<file path="config.mk">
export PLATFORM = sky130hd
export DESIGN_NAME = alu_ctrl_seq
export DESIGN_NICKNAME = d
export VERILOG_FILES = /design/src/rtl/alu_ctrl_pkg.sv /design/src/rtl/alu_ctrl_seq_dec.sv /design/src/rtl/alu_ctrl_seq.sv
export SDC_FILE = /design/constraint.sdc
export NUM_CORES = 1
export LEC_CHECK = 0
export ABC_AREA = 1
export ABC_CLOCK_PERIOD_IN_PS = 1800
export BUFFER_PORTS_ARGS = -buffer_cell sky130_fd_sc_hd__buf_4
export CAP_MARGIN = 10
export CELL_PAD_IN_SITES_DETAIL_PLACEMENT = 1
export CELL_PAD_IN_SITES_GLOBAL_PLACEMENT = 2
export CORE_ASPECT_RATIO = 1.1
export CORE_MARGIN = 2
export CORE_UTILIZATION = 28
export CTS_CLUSTER_DIAMETER = 30
export DETAILED_ROUTE_END_ITERATION = 6
export PLACE_DENSITY = 0.75
export SLEW_MARGIN = 30
export SYNTH_ARGS = -nofsm -noshare
export SYNTH_HDL_FRONTEND = slang
export SYNTH_SLANG_ARGS = --single-unit
</file>
<file path="constraint.sdc">
create_clock -name clk_i -period 1.8 [get_ports clk_i]
set_input_delay 0 -clock clk_i [delete_from_list [all_inputs] [get_ports clk_i]]
set_output_delay 0 -clock clk_i [all_outputs]
set_load 0.05 [all_outputs]
</file>
<file path="src/rtl/alu_ctrl_pkg.sv">
// alu_ctrl_pkg: shared encodings for the EX-stage ALU control sequencer.
//   - 4-bit ALU control codes (base RV32I ops and M-extension ops)
//   - ALUOp codes produced by the main decoder
//   - funct7 constants and the sequencer FSM state type
package alu_ctrl_pkg;

    localparam logic [3:0] C_AND  = 4'b0000;
    localparam logic [3:0] C_OR   = 4'b0001;
    localparam logic [3:0] C_ADD  = 4'b0010;
    localparam logic [3:0] C_XOR  = 4'b0011;
    localparam logic [3:0] C_SLL  = 4'b0100;
    localparam logic [3:0] C_SRL  = 4'b0101;
    localparam logic [3:0] C_SUB  = 4'b0110;
    localparam logic [3:0] C_SLT  = 4'b0111;
    localparam logic [3:0] C_SRA  = 4'b1000;
    localparam logic [3:0] C_SLTU = 4'b1001;
    localparam logic [3:0] C_MUL  = 4'b1010;
    localparam logic [3:0] C_MULH = 4'b1011;
    localparam logic [3:0] C_DIV  = 4'b1100;
    localparam logic [3:0] C_DIVU = 4'b1101;
    localparam logic [3:0] C_REM  = 4'b1110;
    localparam logic [3:0] C_REMU = 4'b1111;

    localparam logic [1:0] OP_ADDR   = 2'b00;
    localparam logic [1:0] OP_BRANCH = 2'b01;
    localparam logic [1:0] OP_RTYPE  = 2'b10;
    localparam logic [1:0] OP_ITYPE  = 2'b11;

    localparam logic [6:0] F7_BASE   = 7'b0000000;
    localparam logic [6:0] F7_ALT    = 7'b0100000;
    localparam logic [6:0] F7_MULDIV = 7'b0000001;

    typedef enum logic {
        IDLE = 1'b0,
        BUSY = 1'b1
    } state_t;

    // Base-ISA funct3 mapping shared by R-type (funct7=0) and I-type ALU ops.
    function automatic logic [3:0] base_op(input logic [2:0] f3);
        logic [3:0] c;
        case (f3)
            3'b000:  c = C_ADD;
            3'b001:  c = C_SLL;
            3'b010:  c = C_SLT;
            3'b011:  c = C_SLTU;
            3'b100:  c = C_XOR;
            3'b101:  c = C_SRL;
            3'b110:  c = C_OR;
            default: c = C_AND;
        endcase
        return c;
    endfunction

endpackage

</file>
<file path="src/rtl/alu_ctrl_seq_dec.sv">
// alu_ctrl_dec: combinational ALUOp/funct3/funct7 decode.
//   aluop_i, funct3_i, funct7_i : instruction fields
//   ctrl_o    : 4-bit ALU control code (ADD when illegal)
//   is_mdu_o  : op goes to the multiply/divide unit
//   is_div_o  : MDU op is a divide/remainder (selects divide latency)
//   illegal_o : encoding unsupported
module alu_ctrl_dec
    import alu_ctrl_pkg::*;
#(
    parameter bit EN_M = 1'b1
) (
    input  logic [1:0] aluop_i,
    input  logic [2:0] funct3_i,
    input  logic [6:0] funct7_i,
    output logic [3:0] ctrl_o,
    output logic       is_mdu_o,
    output logic       is_div_o,
    output logic       illegal_o
);

    logic [3:0] ctrl;
    logic       mdu;
    logic       div;
    logic       ill;

    always_comb begin
        ctrl = C_ADD;
        mdu  = 1'b0;
        div  = 1'b0;
        ill  = 1'b0;
        case (aluop_i)
            OP_ADDR:   ctrl = C_ADD;
            OP_BRANCH: ctrl = C_SUB;
            OP_RTYPE: begin
                case (funct7_i)
                    F7_BASE: ctrl = base_op(funct3_i);
                    F7_ALT: begin
                        if (funct3_i == 3'b000)      ctrl = C_SUB;
                        else if (funct3_i == 3'b101) ctrl = C_SRA;
                        else                         ill  = 1'b1;
                    end
                    F7_MULDIV: begin
                        // funct3 1xx -> DIV/DIVU/REM/REMU, 00x -> MUL/MULH, 01x unsupported
                        if (!EN_M || funct3_i[2:1] == 2'b01) begin
                            ill = 1'b1;
                        end else begin
                            ctrl = funct3_i[2] ? {2'b11, funct3_i[1:0]} : {3'b101, funct3_i[0]};
                            mdu  = 1'b1;
                            div  = funct3_i[2];
                        end
                    end
                    default: ill = 1'b1;
                endcase
            end
            default: begin
                // I-type: funct7 only qualifies the shifts
                if (funct3_i == 3'b001) begin
                    if (funct7_i == F7_BASE) ctrl = C_SLL;
                    else                     ill  = 1'b1;
                end else if (funct3_i == 3'b101) begin
                    if (funct7_i == F7_BASE)     ctrl = C_SRL;
                    else if (funct7_i == F7_ALT) ctrl = C_SRA;
                    else                         ill  = 1'b1;
                end else begin
                    ctrl = base_op(funct3_i);
                end
            end
        endcase
        if (ill) begin
            ctrl = C_ADD;
            mdu  = 1'b0;
            div  = 1'b0;
        end
    end

    assign ctrl_o    = ctrl;
    assign is_mdu_o  = mdu;
    assign is_div_o  = div;
    assign illegal_o = ill;

endmodule

</file>
<file path="src/rtl/alu_ctrl_seq.sv">
// alu_ctrl_seq: registered ALU control decode with multi-cycle MUL/DIV sequencing.
//   clk_i, rst_i          : clock, async active-high reset
//   valid_i               : decode request (ignored while stall_o)
//   funct3_i/funct7_i/ALUOp_i : instruction fields
//   flush_i               : synchronous abort, wins over valid_i
//   ALUCtrl_o             : registered control code
//   valid_o               : result complete this cycle
//   mdu_sel_o             : op routed to the MDU
//   illegal_o             : accepted encoding unsupported
//   stall_o               : upstream must hold
module alu_ctrl_seq
    import alu_ctrl_pkg::*;
#(
    parameter int CTRL_W  = 4,
    parameter int MUL_LAT = 3,
    parameter int DIV_LAT = 32,
    parameter bit EN_M    = 1'b1
) (
    input  logic              clk_i,
    input  logic              rst_i,
    input  logic              valid_i,
    input  logic [2:0]        funct3_i,
    input  logic [6:0]        funct7_i,
    input  logic [1:0]        ALUOp_i,
    input  logic              flush_i,
    output logic [CTRL_W-1:0] ALUCtrl_o,
    output logic              valid_o,
    output logic              mdu_sel_o,
    output logic              illegal_o,
    output logic              stall_o
);

    localparam int MAX_LAT = (MUL_LAT > DIV_LAT) ? MUL_LAT : DIV_LAT;
    localparam int CNT_W   = $clog2(MAX_LAT + 1);
    localparam logic [CNT_W-1:0] MUL_LOAD = CNT_W'(MUL_LAT - 1);
    localparam logic [CNT_W-1:0] DIV_LOAD = CNT_W'(DIV_LAT - 1);

    logic [3:0] dec_ctrl;
    logic       dec_mdu;
    logic       dec_div;
    logic       dec_ill;

    alu_ctrl_dec #(.EN_M(EN_M)) u_dec (
        .aluop_i   (ALUOp_i),
        .funct3_i  (funct3_i),
        .funct7_i  (funct7_i),
        .ctrl_o    (dec_ctrl),
        .is_mdu_o  (dec_mdu),
        .is_div_o  (dec_div),
        .illegal_o (dec_ill)
    );

    state_t              state_q, state_d;
    logic [CNT_W-1:0]    cnt_q, cnt_d;
    logic [CTRL_W-1:0]   ctrl_q, ctrl_d;
    logic                mdu_q, mdu_d;
    logic                ill_q, ill_d;
    logic                vld_q, vld_d;   // single-cycle completion flag
    logic                accept;

    assign stall_o   = (state_q == BUSY) && (cnt_q != '0);
    assign valid_o   = vld_q || ((state_q == BUSY) && (cnt_q == '0));
    assign ALUCtrl_o = ctrl_q;
    assign mdu_sel_o = mdu_q;
    assign illegal_o = ill_q;
    assign accept    = valid_i && !stall_o && !flush_i;

    always_ff @(posedge clk_i or posedge rst_i) begin
        if (rst_i) begin
            state_q <= IDLE;
            cnt_q   <= '0;
            ctrl_q  <= '0;
            mdu_q   <= 1'b0;
            ill_q   <= 1'b0;
            vld_q   <= 1'b0;
        end else begin
            state_q <= state_d;
            cnt_q   <= cnt_d;
            ctrl_q  <= ctrl_d;
            mdu_q   <= mdu_d;
            ill_q   <= ill_d;
            vld_q   <= vld_d;
        end
    end

    always_comb begin
        state_d = state_q;
        cnt_d   = cnt_q;
        ctrl_d  = ctrl_q;
        mdu_d   = mdu_q;
        ill_d   = ill_q;
        vld_d   = 1'b0;
        if (flush_i) begin
            state_d = IDLE;
            cnt_d   = '0;
            mdu_d   = 1'b0;
            ill_d   = 1'b0;
        end else if (accept) begin
            ctrl_d = CTRL_W'(dec_ctrl);
            mdu_d  = dec_mdu;
            ill_d  = dec_ill;
            if (dec_mdu) begin
                // Also covers back-to-back M ops: BUSY at count 0 reloads directly
                state_d = BUSY;
                cnt_d   = dec_div ? DIV_LOAD : MUL_LOAD;
            end else begin
                state_d = IDLE;
                vld_d   = 1'b1;
            end
        end else if (state_q == BUSY) begin
            if (cnt_q != '0) cnt_d   = cnt_q - 1'b1;
            else             state_d = IDLE;
        end
    end

endmodule
</file>
==> load_flow_metrics.sql <==
INSERT INTO impl_metrics (metric_group, metric, value, unit) VALUES
('sta', 'layout_worst_path_cycle_share', '90.69', '%'),
('worst_setup_path', 'path_class', 'reg2reg', ''),
('routing', 'route.detailed.drc', '0', ''),
('floorplanning', 'rows', '24', ''),
('clock_tree', 'clk_latency', '0.25', 'ns'),
('layout', 'syn2layout_area_growth', '28.33', '%'),
('floorplanning', 'io_pins', '24', ''),
('sta', 'fin_tns_setup', '0', 'ns'),
('routing', 'drt_first_iter_violations', '31', ''),
('yosys', 'synth.lib_cells_used.distinct', '23', ''),
('placement', 'post-dp-hpwl', '2678', 'um'),
('routing', 'wl', '3344', 'um'),
('grt', 'grt_pass1_vias', '1262', ''),
('power_and_ir_drop', 'vdd.ir_drop.worst', '0.1900', 'mV'),
('routing', 'via_count', '1211', ''),
('clock_tree', 'path_clk_slew', '0.06', 'ns'),
('grt', 'global_route_wire_length_before_repair', '5630', 'um'),
('worst_setup_path', 'timing.reg2reg.setup_slack', '0.17', 'ns'),
('floorplanning', 'fp.dieArea', '0.004512', 'mm^2'),
('layout', 'regArea', '350.3', 'um^2'),
('floorplanning', 'die_width', '64.23', 'um'),
('worst_setup_path', 'critical_path_arrival', '1.76', 'ns'),
('yosys', 'syn_avg_cell_area', '6.348', 'um^2'),
('worst_setup_path', 'critical_path_peak_fanout', '11', ''),
('power_and_ir_drop', 'power', '0.9866', 'mW'),
('clock_tree', 'numClockSinks', '14', ''),
('sta', 'slew_viol_final', '0', ''),
('layout', 'stdcell_area', '0.001434', 'mm^2'),
('clock_tree', 'cts_tree', 'built', ''),
('grt', 'global_route.overflow_total', '0', ''),
('worst_setup_path', 'setup.worst_path.start_class', 'flip-flop', ''),
('sta', 'finalHoldViolCount', '0', ''),
('layout', 'fill_count', '523', ''),
('clock_tree', 'cts_made_buffers', '3', ''),
('placement', 'placed_inst_area', '0.001348', 'mm^2'),
('sta', 'final_setup_violation_count', '0', ''),
('sta', 'tightestPinTransition', '0.5591', 'ns'),
('yosys', 'synth_largest_type_area_fraction', '31.35', '%'),
('yosys', 'synth-seq-cells', '14', ''),
('grt', 'antenna_found_initial', '0', ''),
('sta', 'finalWorstPathRequiredPeriod', '1.632', 'ns'),
('worst_hold_path', 'worstHoldStart', 'valid_i', ''),
('floorplanning', 'effective_utilization_at_floorplan', '28.62', '%'),
('worst_setup_path', 'worst_ep_required_time', '1.92', 'ns'),
('floorplanning', 'fp.coreArea', '0.003904', 'mm^2'),
('placement', 'port_buffer_count', '23', ''),
('sta', 'max_freq', '612.6', 'MHz'),
('worst_setup_path', 'r2r.worst_path.cells', '9', ''),
('layout', 'final_layout_size_suffix_gt1_share', '19.51', '%'),
('routing', 'drt-vias-per-instance', '4.712', ''),
('layout', 'layout.cells.most_common_list', '62 x sky130_fd_sc_hd__nand2_1, 23 x sky130_fd_sc_hd__buf_4, 22 x sky130_fd_sc_hd__nor2_1', ''),
('floorplanning', 'die_outline_height', '70.26', 'um'),
('sta', 'rsz0062_at_grt', 'false', ''),
('clock_tree', 'cts_buffer_depth', '2', ''),
('yosys', 'ys.warnings.count', '0', ''),
('worst_setup_path', 'timing.rr.start', 'cnt_q[1]', ''),
('clock_tree', 'htreeDepth', '1', ''),
('job', 'cap_viol_max_count', '0', ''),
('worst_setup_path', 'setup.worst_path.end_class', 'flip-flop', ''),
('routing', 'drt.antenna.violating_nets', '0', ''),
('layout', 'multi_input_comb_area', '681.9', 'um^2'),
('yosys', 'netlist_area', '0.001117', 'mm^2'),
('sta', 'max_slew_margin', '62.69', '%'),
('power_and_ir_drop', 'leakagePower', '0.7503', 'nW'),
('layout', 'layout.cells.most_common', 'sky130_fd_sc_hd__nand2_1', ''),
('grt', 'grt_use_total', '16.09', '%'),
('sta', 'fin_ws', '0.1675', 'ns'),
('worst_hold_path', 'hold_path.class', 'in2reg', ''),
('status', 'status', 'complete, no violations', ''),
('yosys', 'yosys-top-cells-area', 'sky130_fd_sc_hd__dfrtp_1 31%, sky130_fd_sc_hd__nand2_1 21%, sky130_fd_sc_hd__nor2_1 7.4%', ''),
('grt', 'grt_start_max_net_pins', '15', '');
==> critical path, cell delays in order, from the launching register on <==
cell and delay, ns:
sky130_fd_sc_hd__dfrtp_1 0.38, sky130_fd_sc_hd__inv_1 0.11, sky130_fd_sc_hd__ha_1 0.17, sky130_fd_sc_hd__nand3_2 0.11
sky130_fd_sc_hd__nand2_4 0.11, sky130_fd_sc_hd__nand3_4 0.17, sky130_fd_sc_hd__inv_4 0.14, sky130_fd_sc_hd__nand2_1 0.12
sky130_fd_sc_hd__nand3_1 0.11, sky130_fd_sc_hd__o21ai_0 0.09
==> flip-flops by register name, indices dropped and copies added (netlist names) <==
register and flops:
cnt_q 6, ALUCtrl_o 4, illegal_o 1, mdu_sel_o 1, state_q 1, vld_q 1
==> layout make-up <==
| type | instances | share of cell area (%) |
|---|---|---|
| well taps | 52 | 4.538 |
| flip-flops and latches | 14 | 24.43 |
| multi-input cells | 139 | 47.56 |
| repair buffers | 25 | 13.44 |
| clock buffers | 4 | 3.839 |
| inverters | 23 | 6.195 |
==> how the worst min path moves through the flow <==
stage	depth (start not counted)	slack, ns	end
finish	4	0.12	illegal_o
global route	5	0.18	ALUCtrl_o[2]
CTS	4	0.12	illegal_o
detailed placement	2	0.08	illegal_o
global placement	2	0.07	illegal_o
floorplan	1	-0.11	ALUCtrl_o[0]
==> cell usage after synthesis <==
library cell / n
sky130_fd_sc_hd__nor2_1: 22
sky130_fd_sc_hd__nand3_4: 1
sky130_fd_sc_hd__inv_2: 2
sky130_fd_sc_hd__o21ai_4: 1
sky130_fd_sc_hd__xor2_1: 3
sky130_fd_sc_hd__nor3_1: 2
sky130_fd_sc_hd__ha_1: 2
sky130_fd_sc_hd__buf_4: 1
sky130_fd_sc_hd__nand2_4: 1
sky130_fd_sc_hd__or2_2: 1
sky130_fd_sc_hd__inv_1: 21
sky130_fd_sc_hd__nand3_2: 2
sky130_fd_sc_hd__a21oi_1: 5
sky130_fd_sc_hd__o211ai_1: 2
sky130_fd_sc_hd__nand3_1: 15
sky130_fd_sc_hd__dfrtp_1: 14
sky130_fd_sc_hd__xnor2_1: 1
sky130_fd_sc_hd__o21bai_1: 1
sky130_fd_sc_hd__o21ai_0: 12
sky130_fd_sc_hd__nand2_1: 62
sky130_fd_sc_hd__nor2_2: 3
sky130_fd_sc_hd__a21oi_2: 1
sky130_fd_sc_hd__nand4_1: 1
==> kinds of logic after synthesis <==
group / share of synthesized area [%]
flip-flops: 31.36
adder cells (fa/ha/maj): 2.239
AO/OA/AOI/OAI: 11.87
AND/OR/NAND/NOR: 43.00
buffers and inverters: 8.400
XOR/XNOR: 3.136
==> routing by layer <==
layer	vias to the layer above	track usage (%)	wire length (um)
met4	0	6.383	61
met5	-	0	0
met3	5	1.449	65
met1	575	16.89	1311
met2	15	31.94	1905
li1	616	-	-
==> what timing repair did <==
| item | in CTS | in global routing |
|---|---|---|
| hold buffers | 2 | 0 |
| setup endpoints to repair | 0 | 2 |
| gates resized for setup | 0 | 1 |
| buffers inserted | 0 | 0 |
| hold endpoints to repair | 15 | 0 |
==> per-stage QoR <==
stage / std cells / hold slack (ns) / utilization [%]
CTS: 256 / 0.1212 / 36.44
finish: 257 / 0.1175 / 36.73
detailed placement: 250 / 0.08282 / 34.52
global placement: 250 / 0.07479 / 34.52
global route: 257 / 0.1764 / 36.73
floorplan: 176 / -0.1108 / -
==> power by group <==
| part | switching [mW] | internal [mW] | leakage, nW |
|---|---|---|---|
| logic | 0.192 | 0.112 | 0.539 |
| clock network | 0.117 | 0.194 | 0.0288 |
| registers | 0.0278 | 0.344 | 0.182 |
No activity file was read; power rests on OpenSTA's default activity.
